**src/rtl/vga_sync_gen.sv**
```systemverilog
// VGA timing generator: pixel-rate divider, wrapping h/v position counters and
// registered sync/blanking/frame-start outputs decoded from the next counter values.
module vga_sync_gen #(
  parameter logic [9:0] H_VISIBLE = 10'd640,
  parameter logic [9:0] H_FP      = 10'd16,
  parameter logic [9:0] H_SYNC    = 10'd96,
  parameter logic [9:0] H_BP      = 10'd48,
  parameter logic [9:0] V_VISIBLE = 10'd480,
  parameter logic [9:0] V_FP      = 10'd10,
  parameter logic [9:0] V_SYNC    = 10'd2,
  parameter logic [9:0] V_BP      = 10'd33,
  parameter int         CLK_DIV   = 2
) (
  input  logic       clk,
  input  logic       rst_n,
  output logic [9:0] hcnt,
  output logic [9:0] vcnt,
  output logic       hsync,
  output logic       vsync,
  output logic       video_on,
  output logic       pix_tick,
  output logic       frame_start
);

  localparam int H_TOTAL = int'(H_VISIBLE) + int'(H_FP) + int'(H_SYNC) + int'(H_BP);
  localparam int V_TOTAL = int'(V_VISIBLE) + int'(V_FP) + int'(V_SYNC) + int'(V_BP);

  localparam logic [9:0] H_LAST   = 10'(H_TOTAL - 1);
  localparam logic [9:0] V_LAST   = 10'(V_TOTAL - 1);
  localparam logic [9:0] HS_START = 10'(int'(H_VISIBLE) + int'(H_FP));
  localparam logic [9:0] HS_END   = 10'(int'(H_VISIBLE) + int'(H_FP) + int'(H_SYNC));
  localparam logic [9:0] VS_START = 10'(int'(V_VISIBLE) + int'(V_FP));
  localparam logic [9:0] VS_END   = 10'(int'(V_VISIBLE) + int'(V_FP) + int'(V_SYNC));
  localparam logic [3:0] DIV_LAST = 4'(CLK_DIV - 1);

  logic [3:0] div_q, div_d;
  logic [9:0] hcnt_q, hcnt_d;
  logic [9:0] vcnt_q, vcnt_d;
  logic       hsync_q, hsync_d;
  logic       vsync_q, vsync_d;
  logic       video_on_q, video_on_d;
  logic       frame_start_q, frame_start_d;
  logic       tick;
  logic       line_end;

  always_comb begin
    // With CLK_DIV = 1 DIV_LAST is 0 and div never leaves 0, so tick stays high.
    tick     = (div_q == DIV_LAST);
    div_d    = tick ? 4'd0 : div_q + 4'd1;
    line_end = tick && (hcnt_q == H_LAST);

    hcnt_d = hcnt_q;
    vcnt_d = vcnt_q;
    if (tick) begin
      hcnt_d = line_end ? 10'd0 : hcnt_q + 10'd1;
    end
    if (line_end) begin
      vcnt_d = (vcnt_q == V_LAST) ? 10'd0 : vcnt_q + 10'd1;
    end

    // Decode from the next counters so the registered outputs line up with them.
    hsync_d       = !((hcnt_d >= HS_START) && (hcnt_d < HS_END));
    vsync_d       = !((vcnt_d >= VS_START) && (vcnt_d < VS_END));
    video_on_d    = (hcnt_d < H_VISIBLE) && (vcnt_d < V_VISIBLE);
    frame_start_d = line_end && (vcnt_q == V_LAST);
  end

  always_ff @(posedge clk or negedge rst_n) begin
    if (!rst_n) begin
      div_q         <= 4'd0;
      hcnt_q        <= 10'd0;
      vcnt_q        <= 10'd0;
      hsync_q       <= 1'b1;
      vsync_q       <= 1'b1;
      video_on_q    <= 1'b0;
      frame_start_q <= 1'b0;
    end else begin
      div_q         <= div_d;
      hcnt_q        <= hcnt_d;
      vcnt_q        <= vcnt_d;
      hsync_q       <= hsync_d;
      vsync_q       <= vsync_d;
      video_on_q    <= video_on_d;
      frame_start_q <= frame_start_d;
    end
  end

  assign hcnt        = hcnt_q;
  assign vcnt        = vcnt_q;
  assign hsync       = hsync_q;
  assign vsync       = vsync_q;
  assign video_on    = video_on_q;
  assign pix_tick    = tick;
  assign frame_start = frame_start_q;

endmodule

```
**config.mk**
```make
export PLATFORM = sky130hd
export DESIGN_NAME = vga_sync_gen
export DESIGN_NICKNAME = d
export VERILOG_FILES = /design/src/rtl/vga_sync_gen.sv
export SDC_FILE = /design/constraint.sdc
export NUM_CORES = 1
export LEC_CHECK = 0
export ABC_CLOCK_PERIOD_IN_PS = 2900
export CORE_MARGIN = 5
export CORE_UTILIZATION = 43
export DETAILED_ROUTE_END_ITERATION = 8
export GPL_TIMING_DRIVEN = 0
export MAX_ROUTING_LAYER = met4
export PLACE_DENSITY = 0.66
export SYNTH_ARGS = -nofsm -noshare
export SYNTH_HDL_FRONTEND = slang
export SYNTH_SLANG_ARGS = --single-unit
export TNS_END_PERCENT = 10
```
**constraint.sdc**
```tcl
create_clock -name clk -period 2.9 [get_ports clk]
set_input_delay 0.29 -clock clk [delete_from_list [all_inputs] [get_ports clk]]
set_output_delay 0.29 -clock clk [all_outputs]
set_load 0.005 [all_outputs]
```
Word level (Yosys, flattened, before mapping)
Cells that the tools add are included.
{"block": "word_totals", "ff_bits": 28, "elab_cells": 31}
{"block": "op_classes", "eq_ne": 3, "reduce_logical": 7, "n_mux": 5, "n_lt_le_gt_ge": 6, "addsub": 3}
{"op": "2-to-1 mux 10 bit", "n": 4}
{"op": "adder 10 x 1 -> 10 bit, second input constant", "n": 2}
{"op": "== test 10 bit, second input constant", "n": 2}
{"op": "less-than comparator 10 bit, second input constant", "n": 2}
{"op": "less-than comparator 10 x 9 -> 1 bit, second input constant", "n": 2}
{"op": "greater-or-equal comparator 10 bit, second input constant", "n": 1}
{"op": "greater-or-equal comparator 10 x 9 -> 1 bit, second input constant", "n": 1}
{"op": "logical AND 1 bit", "n": 5}
{"op": "adder 4 x 1 -> 4 bit, second input constant", "n": 1}
{"op": "== test 4 x 1 -> 1 bit, second input constant", "n": 1}
{"op": "2-to-1 mux 4 bit", "n": 1}
{"op": "logical NOT 1 bit", "n": 2}

Longest topological paths before layout
{"block": "depth", "depth_word": 7, "depth_mapped": 8, "ltp_nobuf": 7}

Worst setup path before layout
OpenSTA, ideal clock, no wires.
{"block": "synth_timing", "path_kind": "register to register", "start": "register div_q[1]", "end": "register hsync_q, in the netlist hsync", "slack_ns": 0.549, "setup_time_ns": 0.094, "period_less_slack_ns": 2.351, "t_required_ns": 2.806, "stages_incl_launch_ff": 7, "t_arrival_ns": 2.257, "path_cell_list": "dfrtp_1 > or4b_4 > buf_6 > nor4_4 > nand3_2 > mux2_4 > or4_1"}
{"block": "synth_via", "elab_chain_cells": 7, "word_cells_on_any_way": 8, "classes_between": "order compare: 2; eq/ne: 1; mux: 2; reduce/logical: 3"}
{"item": "start: declaration", "line_no": "36", "rtl": "logic [3:0] div_q, div_d;"}
{"item": "start signal: assignment", "line_no": "78", "rtl": "div_q <= div_d;"}
{"item": "== test 4 x 1 -> 1 bit (*)", "line_no": "48", "rtl": "tick = (div_q == DIV_LAST);"}
{"item": "logical AND 1 bit", "line_no": "50", "rtl": "line_end = tick && (hcnt_q == H_LAST);"}
{"item": "2-to-1 mux 10 bit", "line_no": "55", "rtl": "hcnt_d = line_end ? 10'd0 : hcnt_q + 10'd1;"}
{"item": "2-to-1 mux 10 bit (*)", "line_no": "54", "rtl": "if (tick) begin"}
{"item": "greater-or-equal comparator 10 bit / less-than comparator 10 bit (equally long branches)", "line_no": "62", "rtl": "hsync_d = !((hcnt_d >= HS_START) && (hcnt_d < HS_END));"}
{"item": "logical AND 1 bit (*)", "line_no": "62"}
{"item": "logical NOT 1 bit (*)", "line_no": "62"}
{"item": "via hsync_d", "line_no": "39", "rtl": "logic hsync_q, hsync_d;"}
{"item": "end signal: assignment", "line_no": "81", "rtl": "hsync_q <= hsync_d;"}
{"item": "end: declaration", "line_no": "39"}
The timed path passes the listed nets; every way through them passes the cells marked *.

Worst setup path in the final report
{"block": "layout_timing", "start": "register div_q[1]", "end": "register vsync_q, in the netlist vsync"}
{"block": "layout_via", "elab_chain_cells": 6, "word_cells_on_any_way": 7, "classes_between": "order compare: 2; eq/ne: 1; mux: 1; reduce/logical: 3"}
{"item": "== test 4 x 1 -> 1 bit (*)", "line_no": "48"}
{"item": "logical AND 1 bit (*)", "line_no": "50"}
{"item": "2-to-1 mux 10 bit (*)", "line_no": "57", "rtl": "if (line_end) begin"}
{"item": "greater-or-equal comparator 10 x 9 -> 1 bit / less-than comparator 10 x 9 -> 1 bit (equally long branches)", "line_no": "63", "rtl": "vsync_d = !((vcnt_d >= VS_START) && (vcnt_d < VS_END));"}
{"item": "logical AND 1 bit (*)", "line_no": "63"}
{"item": "logical NOT 1 bit (*)", "line_no": "63"}
{"item": "via vsync_d", "line_no": "40", "rtl": "logic vsync_q, vsync_d;"}
{"item": "end signal: assignment", "line_no": "82", "rtl": "vsync_q <= vsync_d;"}
{"item": "end: declaration", "line_no": "40"}
Marked as above.

==> metrics.log <==
INFO  metric clk_root_buffer_cell = sky130_fd_sc_hd__clkbuf_8
INFO  metric clock_latency = 0.27 ns
INFO  metric cts_tree = yes
INFO  metric maxCapViolations = 0
INFO  metric clkSlewWorstSetupHoldPaths = 0.10 ns
INFO  metric placementRows = 22
INFO  metric setup_viol = 0
INFO  metric total_power = 610.1 uW
INFO  metric synth-edff-count = 0
INFO  metric cp_capture_type = register
INFO  metric area_growth_synth_to_finish = 21.30%
INFO  metric drt_pass1_iterations = 4
INFO  metric grt_start_max_net_pins = 29
INFO  metric post_syn_area_per_cell = 9.001 sq um
INFO  metric routed_antenna_nets = 0
INFO  metric r2r-start = div_q[1]
INFO  metric synth.yosys.warnings = 0
INFO  metric finalNonFillerCells = 263
INFO  metric chipWidth = 72.40 um
INFO  metric final_area = 2031 sq um
INFO  metric finalWirelength = 3823 um
INFO  metric number_of_global_route_vias_before_repair = 1,336
INFO  metric worst_slew_pin_slew = 0.6215 ns
INFO  metric synthesis.instances = 186
INFO  metric grt_pass1_wl = 6492 um
INFO  metric share_of_the_core_filled_with_cells_in_the_final_layout = 54.65%
INFO  metric highest_layer = met4
INFO  metric max_slew_margin = 58.57%
INFO  metric static-leakage-power = 0.8091 nW
INFO  metric post_route_cells_drive_above_1_share = 7.442%
INFO  metric critical_setup_path_class = register to register
INFO  metric io_pins = 27
INFO  metric r2r.worst_path.cells = 8
INFO  metric ir_drop = 157.5 uV
INFO  metric post_cts.resized_instances = 0
INFO  metric met2RoutedLength = 1902 um
INFO  metric num-fill-cells = 359
INFO  metric yosysSeqAreaShare = 42.00%
INFO  metric grt_antenna_before_repair = 0
INFO  metric clock.fmax = 396.6 MHz
INFO  metric grt_remaining_overflow = 0
INFO  metric drt_iter0_drc = 96
INFO  metric met1_length = 1714 um
INFO  metric post_dp_cell_area = 1994 sq um
INFO  metric required = 3.08 ns
INFO  metric finalWorstPathRequiredPeriod = 2.521 ns
INFO  metric hp-class = input port to asynchronous set/reset pin
INFO  metric post-cts-setup-buffers = 0
INFO  metric cp.arrival = 2.70 ns
INFO  metric rsz0062_at_grt = no
INFO  metric cp_launch_type = register
INFO  metric post_drt_wl_per_cell = 14.54 um
INFO  metric finalCritPeriodShare = 86.94%
INFO  metric end_of_the_worst_register_to_register_path = vsync
INFO  metric n_antenna_cell = 0
INFO  metric clock_tree.buffer_depth = 2
INFO  metric wl_met3 = 159 um
INFO  metric yosys_most_used_dff = sky130_fd_sc_hd__dfrtp_1
INFO  metric gp_routability_congestion = 0.8677
INFO  metric design.core.area = 3716 sq um
INFO  metric fin_tns_setup = 0 ns
INFO  metric skew = 0.007133 ns
INFO  metric ctsHoldBuffers = 0
INFO  metric layout.nets = 222
INFO  metric die_outline_height = 72.40 um
INFO  metric dp.cells = 260
INFO  metric run_status = finished, final reports clean
INFO  metric dieArea = 5241 sq um
INFO  metric hold_violations = 0
INFO  metric io_buffers = 26
INFO  metric total_number_of_vias = 1,486
INFO  metric post-route-drc-count = 0
INFO  metric h-tree-depth = 1
INFO  metric synth.net_count = 191
INFO  metric synth-async-reset-ratio = 100.0%
INFO  metric reg2reg_setup_slack = 0.38 ns
INFO  metric crit_fanout = 10
INFO  metric grt_util_all_layers = 16.10%
INFO  metric initial_standard_cell_utilization_of_the_core = 45.05%
INFO  metric cellPowerDensity = 300.4 nW/um^2
INFO  metric synthesis.area = 1674 sq um
INFO  metric numClockSinks = 28
INFO  metric slew_violations = 0
INFO  metric drt-vias-per-instance = 5.650
INFO  metric netlist-cell-type-count = 53
INFO  metric synth-seq-cells = 28
INFO  metric dp_hpwl = 2879 um
INFO  metric num_cts_buffers = 3
==> critical path, cell delays in order (launching register included) <==
cell                        delay (ns)
sky130_fd_sc_hd__dfrtp_1          0.43
sky130_fd_sc_hd__or4b_4           0.54
sky130_fd_sc_hd__buf_6            0.15
sky130_fd_sc_hd__clkinv_1         0.15
sky130_fd_sc_hd__nand4_1          0.13
sky130_fd_sc_hd__clkbuf_1         0.27
sky130_fd_sc_hd__a211o_1          0.34
sky130_fd_sc_hd__a22oi_1          0.24
sky130_fd_sc_hd__o2111ai_1        0.17
==> Yosys cell counts (2+ instances only) <==
library cell | n | area share, %
sky130_fd_sc_hd__nand2_1 | 25 | 5.6
sky130_fd_sc_hd__nand3_1 | 7 | 2.1
sky130_fd_sc_hd__ha_1 | 3 | 2.2
sky130_fd_sc_hd__and4_1 | 4 | 2.1
sky130_fd_sc_hd__nor3_1 | 3 | 0.90
sky130_fd_sc_hd__nor2b_1 | 2 | 0.75
sky130_fd_sc_hd__o21ai_0 | 9 | 2.7
sky130_fd_sc_hd__buf_1 | 2 | 0.45
sky130_fd_sc_hd__and2_1 | 3 | 1.1
sky130_fd_sc_hd__a21oi_1 | 4 | 1.2
sky130_fd_sc_hd__inv_1 | 10 | 2.2
sky130_fd_sc_hd__dfrtp_1 | 26 | 39
sky130_fd_sc_hd__dfstp_2 | 2 | 3.1
sky130_fd_sc_hd__and3_1 | 3 | 1.1
sky130_fd_sc_hd__clkbuf_1 | 9 | 2.0
sky130_fd_sc_hd__nand4_1 | 9 | 3.4
sky130_fd_sc_hd__mux2i_1 | 2 | 1.2
sky130_fd_sc_hd__xnor2_1 | 9 | 4.7
sky130_fd_sc_hd__o31ai_1 | 3 | 1.3
sky130_fd_sc_hd__xor2_1 | 3 | 1.6
sky130_fd_sc_hd__or4_1 | 3 | 1.3
sky130_fd_sc_hd__nor2_1 | 14 | 3.1
==> stage by stage <==
step	setup WS, ns	hold WS, ns
3_3_place_gp	0.4495	0.4679
4_1_cts	0.3929	0.5057
3_5_place_dp	0.4011	0.4919
2_1_floorplan	0.5491	-0.005591
5_1_grt	0.2075	0.07800
6_report	0.3788	0.01987
==> kinds of logic after synthesis <==
group                      Yosys count  synth area share [%]
and+or+nand+nor                     82                 26.91
AOI/OAI and AO/OA                   32                 13.45
DFF                                 28                 42.00
buffers and inverters               25                 6.353
xor gates and xnor gates            12                 6.279
muxes                                4                 2.765
adders and majority gates            3                 2.242
==> power by group <==
part / internal (mW) / switching [mW] / total [mW]
clock: 0.0933 / 0.119 / 0.212
sequential: 0.390 / 0 / 0.390
combinational: 0.000483 / 0.00727 / 0.00775
==> layout make-up <==
cell class	instances	area, sq um	area share, %
clock buffer	3	41.29	2.033
timing repair buffer	26	255.2	12.57
buffer	14	65.06	3.204
multi-input combinational	133	864.6	42.58
sequential	28	703.2	34.63
inverter	11	41.29	2.033
tap	48	60.06	2.957
==> how the worst max path moves through the flow <==
stage,endpoint,slack (ns),from,cells past startpoint
global route,vsync,0.21,hcnt[5],7
finish,vsync,0.38,div_q[1],8
CTS,video_on,0.39,div_q[1],8
detailed placement,video_on,0.40,div_q[1],8
floorplan,hsync,0.55,div_q[1],6
global placement,video_on,0.45,div_q[1],8
==> cell usage in the layout, fill, tap and decap left out, drive strengths merged, types with 2 or more instances in the layout <==
cell / instances
dfrtp: 26
nor2b: 2
nand2: 25
xnor2: 9
a21oi: 4
nor2: 14
mux2i: 2
or4: 3
nor3: 3
clkdlybuf4s50: 25
xor2: 3
inv: 10
mux2: 2
dfstp: 2
nand3: 8
ha: 3
and2: 3
clkbuf: 12
o31ai: 3
nand4: 9
buf: 6
and3: 3
and4: 4
o21ai: 9
==> routing by layer <==
metal  track usage (%)  up-vias
met4             4.303        0
met5                 -        -
met3             2.493        6
met2             26.19       31
li1                  -      723
met1             20.93      726
==> registers in the layout, indices dropped and copies added (netlist names) <==
register / flops
hcnt: 10
video_on: 1
hsync: 1
vcnt: 10
frame_start: 1
vsync: 1
div_q: 4
(Power assumes the default switching activity.)
